[src/rtl/fifo_pkg.sv]
// fifo_pkg: shared sizing helpers and parameter legality check for the parametrised FIFO
package fifo_pkg;
  function automatic int clog2_depth(input int depth);
    int r;
    r = 0;
    while ((1 << r) < depth) r++;
    return r;
  endfunction
  localparam int DEF_DEPTH = 16;
  localparam int ADDR_W = clog2_depth(DEF_DEPTH);
  localparam int CNT_W = ADDR_W + 1;
  function automatic bit params_ok(input int depth, input int af, input int ae);
    return depth >= 4 && (depth & (depth - 1)) == 0 && af >= 0 && af <= depth && ae >= 0 && ae <= depth;
  endfunction
endpackage

[src/rtl/fifo_mem.sv]
// fifo_mem: simple dual-port RAM, synchronous write, registered read with enable
module fifo_mem
  import fifo_pkg::*;
#(
  parameter int DATA_WIDTH = 8,
  parameter int DEPTH = 16,
  parameter int AW = clog2_depth(DEPTH)
) (
  input  logic                  clock,
  input  logic                  reset_n,
  input  logic                  wr_en,
  input  logic [AW-1:0]         wr_addr,
  input  logic [DATA_WIDTH-1:0] wr_data,
  input  logic                  rd_en,
  input  logic [AW-1:0]         rd_addr,
  output logic [DATA_WIDTH-1:0] rd_data
);
  logic [DATA_WIDTH-1:0] mem [DEPTH];
  always_ff @(posedge clock) begin
    if (wr_en) mem[wr_addr] <= wr_data;
  end
  // only the output register is reset; the array keeps stale words
  always_ff @(posedge clock) begin
    if (!reset_n) rd_data <= '0;
    else if (rd_en) rd_data <= mem[rd_addr];
  end
endmodule

[src/rtl/sync_fifo_param.sv]
// sync_fifo_param: parametrised synchronous FIFO with registered read, count, almost flags and error pulses
module sync_fifo_param
  import fifo_pkg::*;
#(
  parameter int DATA_WIDTH = 8,
  parameter int DEPTH = 16,
  parameter int AF_LEVEL = DEPTH - 2,
  parameter int AE_LEVEL = 2
) (
  input  logic                    clock,
  input  logic                    reset_n,
  input  logic                    wr_en,
  input  logic [DATA_WIDTH-1:0]   wr_data,
  input  logic                    rd_en,
  output logic [DATA_WIDTH-1:0]   rd_data,
  output logic                    rd_valid,
  output logic                    full,
  output logic                    empty,
  output logic                    almost_full,
  output logic                    almost_empty,
  output logic [$clog2(DEPTH):0]  count,
  output logic                    overflow,
  output logic                    underflow
);
  localparam int AW = clog2_depth(DEPTH);
  localparam int CW = AW + 1;
  if (!params_ok(DEPTH, AF_LEVEL, AE_LEVEL)) begin : g_bad_params
    $error("sync_fifo_param: illegal DEPTH/AF_LEVEL/AE_LEVEL");
  end
  logic [CW-1:0] wr_ptr, rd_ptr, wr_nxt, rd_nxt, cnt_nxt;
  logic rd_acc, wr_acc;
  always_comb begin
    rd_acc = rd_en & ~empty;
    wr_acc = wr_en & (~full | rd_acc);
    wr_nxt = wr_ptr + CW'(wr_acc);
    rd_nxt = rd_ptr + CW'(rd_acc);
    cnt_nxt = count + CW'(wr_acc) - CW'(rd_acc);
  end
  // flags come from next-state pointers so they settle on the causing edge
  always_ff @(posedge clock) begin
    if (!reset_n) begin
      wr_ptr <= '0;
      rd_ptr <= '0;
      count <= '0;
      full <= 1'b0;
      empty <= 1'b1;
      almost_full <= 1'b0;
      almost_empty <= 1'b1;
      overflow <= 1'b0;
      underflow <= 1'b0;
      rd_valid <= 1'b0;
    end else begin
      wr_ptr <= wr_nxt;
      rd_ptr <= rd_nxt;
      count <= cnt_nxt;
      full <= (wr_nxt ^ rd_nxt) == {1'b1, {AW{1'b0}}};
      empty <= wr_nxt == rd_nxt;
      almost_full <= cnt_nxt >= CW'(AF_LEVEL);
      almost_empty <= cnt_nxt <= CW'(AE_LEVEL);
      overflow <= wr_en & ~wr_acc;
      underflow <= rd_en & empty;
      rd_valid <= rd_acc;
    end
  end
  fifo_mem #(.DATA_WIDTH(DATA_WIDTH), .DEPTH(DEPTH), .AW(AW)) u_mem (
    .clock   (clock),
    .reset_n (reset_n),
    .wr_en   (wr_acc),
    .wr_addr (wr_ptr[AW-1:0]),
    .wr_data (wr_data),
    .rd_en   (rd_acc),
    .rd_addr (rd_ptr[AW-1:0]),
    .rd_data (rd_data)
  );
endmodule

[config.mk]
export PLATFORM = sky130hd
export DESIGN_NAME = sync_fifo_param
export DESIGN_NICKNAME = d
export VERILOG_FILES = /design/src/rtl/fifo_pkg.sv /design/src/rtl/fifo_mem.sv /design/src/rtl/sync_fifo_param.sv
export SDC_FILE = /design/constraint.sdc
export NUM_CORES = 1
export LEC_CHECK = 0
export ABC_AREA = 1
export CORE_ASPECT_RATIO = 0.8
export CORE_UTILIZATION = 30
export CTS_CLUSTER_SIZE = 40
export DETAILED_ROUTE_END_ITERATION = 10
export HOLD_SLACK_MARGIN = 0.02
export SYNTH_ARGS = -nofsm -noshare
export SYNTH_HDL_FRONTEND = slang
export SYNTH_SLANG_ARGS = --single-unit
[constraint.sdc]
create_clock -name clock -period 2.6 [get_ports clock]
set_input_delay 0.78 -clock clock [delete_from_list [all_inputs] [get_ports clock]]
set_output_delay 0.78 -clock clock [all_outputs]
set_load 0.02 [all_outputs]
Word level (Yosys, flattened, before mapping)
Memories as Yosys holds them, arrays and structs flattened. A register that Yosys moved wholly into a read port is not among the register bits.
Index checks and enable logic that the tools add are counted.
- bits in registers: 22
- RAM bits: 128
- bits of input ports: 12
- output and inout port bits: 20
- logic and storage cells: 31
- memories kept: 1
- add/subtract/negate cells: 4
- order comparisons: 2
- eq/ne operators: 2
- mux-type cells: 2
- bitwise operators: 9
- reductions and logical operators: 1
- memories (memory ; words ; width ; rd ports ; clocked after memory_dff ; write ports ; RTL line ; source):
    u_mem.mem ; 16 ; 8 ; 1 ; 1 ; 1 ; fifo_mem.sv:18 ; logic [DATA_WIDTH-1:0] mem [DEPTH];
- operators with widths (kind ; count):
    $add A5 B1 Y5 ; 3
    $eq A5 B5 Y1 ; 1
    $eq A5 B5 Y1 const B ; 1
    $ge A5 B4 Y1 const B ; 1
    $le A5 B2 Y1 const B ; 1
    $sub A5 B1 Y5 ; 1
    $xor A5 B5 Y5 ; 1
    $and A1 B1 Y1 ; 4
    $not A1 Y1 ; 3
    $mux W1 ; 2
    $logic_not A1 Y1 ; 1
    $or A1 B1 Y1 ; 1

Depth between registers and ports, before layout
- depth after elaboration: 7
- mapped depth: 16
- gate-level depth less buffers: 16

By module
A second synthesis with hierarchy kept.
- cells, all modules: 650
- area total of the unflattened synthesis: 6716.4 um2
- by module, submodules not included (module ; times used ; cells an instance ; area an instance (um2)):
    fifo_mem ; 1 ; 492 ; 5576.6
    sync_fifo_param ; 1 ; 158 ; 1139.8

Worst setup path after synthesis
Ideal clock, no wire load.
- kind: input to register
- from: input port rd_en
- to: register almost_full
- setup time: 0.123 ns
- arrival time: 2.524 ns
- required time: 2.477 ns
- setup slack: -0.047 ns
- cell stages on the path: 14
- cell sequence: inv_1 -> nor2_4 -> inv_2 -> nand2_1 -> nand2_1 -> ha_1 -> inv_1 -> ha_1 -> fa_1 -> a21oi_1 -> o21bai_1 -> xor2_1 -> nand2_1 -> o21ai_0
- cells in the longest elaborated chain, start to end: 6
- ends and longest elaborated chain (item ; RTL line ; source):
    start, declared ; sync_fifo_param.sv:14 ; input logic rd_en,
    $and A1 B1 Y1 * ; sync_fifo_param.sv:33 ; rd_acc = rd_en & ~empty;
    $or A1 B1 Y1 ; sync_fifo_param.sv:34 ; wr_acc = wr_en & (~full | rd_acc);
    $and A1 B1 Y1 ; sync_fifo_param.sv:34 ;
    $add A5 B1 Y5 ; sync_fifo_param.sv:37 ; cnt_nxt = count + CW'(wr_acc) - CW'(rd_acc);
    $sub A5 B1 Y5 * ; sync_fifo_param.sv:37 ;
    $ge A5 B4 Y1 * ; sync_fifo_param.sv:58 ; almost_full <= cnt_nxt >= CW'(AF_LEVEL);
    end signal, assigned ; sync_fifo_param.sv:58 ;
    end, declared ; sync_fifo_param.sv:19 ; output logic almost_full,
Mark *: on every way between the ends. The rest lies on a longest branch, timed or not.
A chain may end at the register's enable or synchronous reset.

Worst setup path in the final report
- from: input port rd_en
- to: register almost_empty
- cells in the longest elaborated chain, start to end: 6
- ends and longest elaborated chain (item ; RTL line ; source):
    $and A1 B1 Y1 * ; sync_fifo_param.sv:33 ;
    $or A1 B1 Y1 ; sync_fifo_param.sv:34 ;
    $and A1 B1 Y1 ; sync_fifo_param.sv:34 ;
    $add A5 B1 Y5 ; sync_fifo_param.sv:37 ;
    $sub A5 B1 Y5 * ; sync_fifo_param.sv:37 ;
    $le A5 B2 Y1 * ; sync_fifo_param.sv:59 ; almost_empty <= cnt_nxt <= CW'(AE_LEVEL);
    end signal, assigned ; sync_fifo_param.sv:59 ;
    end, declared ; sync_fifo_param.sv:20 ; output logic almost_empty,
Marks and branches as above.

==> impl_results.md <==
* Filler cell count in the final layout at 2108
* Critical Path AT at 2780 ps
* Startpoint Class: input pin
* Pint at 4.85 mW
* First-pass GRT wire length at around 24000 µm
* Fin util at about 37%
* Final setup violation count at 0
* Largest net degree at the start of global routing at 37
* Skew final at ~12 ps
* Yosys warns at 0
* Final WL at 15200 µm
* CTS tree: built
* Synth Area in Adders at under 10%
* Logic pwr share at between 10% and 20%
* Die Y at around 130 µm
* Mux contribution to synthesized area at 0%
* Netlist Area Pre-Place at about 6600 µm²
* Synth cell types at 22
* Simple-gate share of the synthesized area at between 20% and 30%
* Post-CTS setup buffers at 0
* H-Tree Depth at 4
* Avg Cell Area, Syn at approximately 11 µm²
* Synth Net Count at about 630
* FMAX at roughly 0.41 GHz
* Clock power share at about two fifths
* Switch Pwr at between 1.5 and 2 mW
* Total Routing Usage GR at 14.2%
* Top-count cell post-synth: nand2_1
* Post-synthesis register bit count at 158
* Top cell type's share of synthesized area at 58.6%
* Post-synth EDFFs at 128
* DR WL/cell at between 15 and 20 µm
* DR vias/cell at 4.58
* Final nets at approximately 700
* Die W at approximately 170 µm
* Post_cts resized at 1
* Multi-input combinational cell area at between 1500 and 2000 µm²
* Final min period at 2440 ps
* Total power divided by cell area at between 800 and 900 nW/µm²
* Run status: finished clean
* Post-route ant nets at 0
* Top_reg_cell synth: edfxtp_1
* Setup_tns at 0 ps
* Top cells by area, synth: edfxtp_1 59%, nand2_1 11%, dfxtp_1 9.1%
* Seq/Total Area, Yosys at between 60 and 70%
* Total number of vias at 4413
* CP max FO at 2
* Slew Limit Fails at 0
* Synth area leader: edfxtp_1
* Flop-to-flop setup slack at approximately 500 ps
* Part of the power in registers at a little over two fifths
* Routability congestion estimate at ~0.8
* Area grow syn2layout at 22.1%
* Share of layout cells above drive strength 1 at between 10% and 20%
* Die footprint at 22500 µm²
* Switching part of the total at between 20% and 30%
* Clock Path Buffers at 2
* Hold slack at 499 ps
* Largest family of logic cells by synthesized area: simple AND/OR/NAND/NOR gates
* Max IR drop VDD at about 0.0004 V
* Worst-margin pin slew at 747 ps
* Antenna cells at 0
* Worst min path class: reg -> reg
* Core area at about 22000 µm²
* I/O pins at 32
* Total power at ~6.7 mW
* Slew margin rel. at between 50% and 60%
* Kind of end point of the critical path: flip-flop
* Commonest cells in the netlist: 197 x nand2_1, 128 x edfxtp_1, 112 x nand3_1, 47 x nor2_1, 33 x inv_1
* XOR/XNOR Fraction of Synth Area at under 10%
* Synth Area in Compound Gates at 0.419%
* Lkg Pwr at approximately 3.1 nW
* Clk_lat worst skew at about 420 ps
* RSZ-0062 raised after global routing: no
* Cell Rows at 48
* DR iter-0 viols at 518
* I/O Buffers at 31
* Drt first pass iters at 5
* CTS sink cnt at between 150 and 200
* CP required at 2940 ps
* Remaining DRCs at 0
* Starting Density at between 30% and 40%
* Max cap viols at 0
* Ys async rst share at 0%
* Clk slew on worst S/H paths at 60 ps
* Initial antenna violation count at 0
* Type of the worst setup path: in -> reg
* DP Wirelength at between 9000 and 10000 µm
* Remaining Overflow, GRT at 0
* # hold bufs at CTS at 0
* Clk root buf: clkbuf_16
* Mapped Cells at 611
* Endpoints failing hold at 0
* CTS Buf Count at 17
* Tcrit/Tclk final at a little over nine tenths
* Vias in the first global route at roughly 4200
* Reg area at around 4400 µm²
-- stage by stage --
stage	cells	cell area [µm²]	setup WS (ps)
4_1_cts	964	8010	169
2_1_floorplan	611	6600	1.95
6_report	964	8010	165
5_1_grt	964	8010	0.119
3_3_place_gp	933	7410	-535
3_5_place_dp	933	7410	-533
-- worst paths after layout --
kind	startpoint	to	cells after the start
worst max register to register	empty	almost_empty	12
worst min register to register	empty	underflow	2
worst min-delay path	empty	underflow	2
worst max-delay path	rd_en	almost_empty	14
-- cells in the final DEF (no fill, tap or decap), types with 2 or more instances in the layout --
cell type	count
buf_4	42
bufinv_16	3
clkbuf_16	17
clkdlybuf4s50_1	30
clkinvlp_4	3
dfxtp_1	29
edfxtp_1	128
ha_1	7
ha_4	2
inv_1	31
inv_2	5
inv_6	5
nand2_1	195
nand2_2	2
nand3_1	112
nand3_2	4
nor2_1	47
xnor2_1	3
xor2_1	8
-- area by class of cell --
type | count | share of cell area [%]
Sequential cell | 158 | 55.5
Multi-Input combinational cell | 388 | 22.8
Timing Repair Buffer | 74 | 8.04
Clock buffer | 17 | 5.31
Tap cell | 275 | 4.29
Clock inverter | 14 | 2.26
Inverter | 38 | 1.81
-- cells by family (layout without fill, tap and decap cells) --
kind of cell,after synthesis,after routing
adder cells (fa/ha/maj),10,10
XOR/XNOR,11,11
AO/OA/AOI/OAI,5,5
AND/OR/NAND/NOR,362,362
flip-flops,158,158
buffers and inverters,65,143
-- flip-flops by register name, summed over array words and instances, names as in the netlist, 5 cells and up --
name,cells
rd_ptr,5
u_mem.rd_data,8
count,5
wr_ptr,5
u_mem.mem,128
-- power groups by stage --
stage	clock network [mW]	logic, mW	registers (mW)
final	2.57	1.17	2.92
after global routing	2.71	1.32	2.93
after CTS	2.62	1.18	2.92
after detailed placement	0	1.17	2.98
after global placement	0	1.16	2.98
after floorplan	0	0.686	3.03
-- worst max-delay path: stages --
cell and delay, ps:
dlygate4sd2_1 260, inv_4 50, nor2_4 100, inv_2 50
nand2_2 60, nand2_2 80, ha_4 260, inv_2 40
ha_4 150, fa_2 360, buf_4 140, xnor2_1 190
nand3_1 100, o21ai_0 150
-- layer usage --
layer	vias to the layer above	part of all wire, %	global-route usage (%)
met1	2078	49	21.5
met2	142	42	20.2
li1	2185	-	-
met3	8	7.8	3.04
met4	0	0.53	3.98
met5	-	0	0
Power figures use the tool's default switching activity.
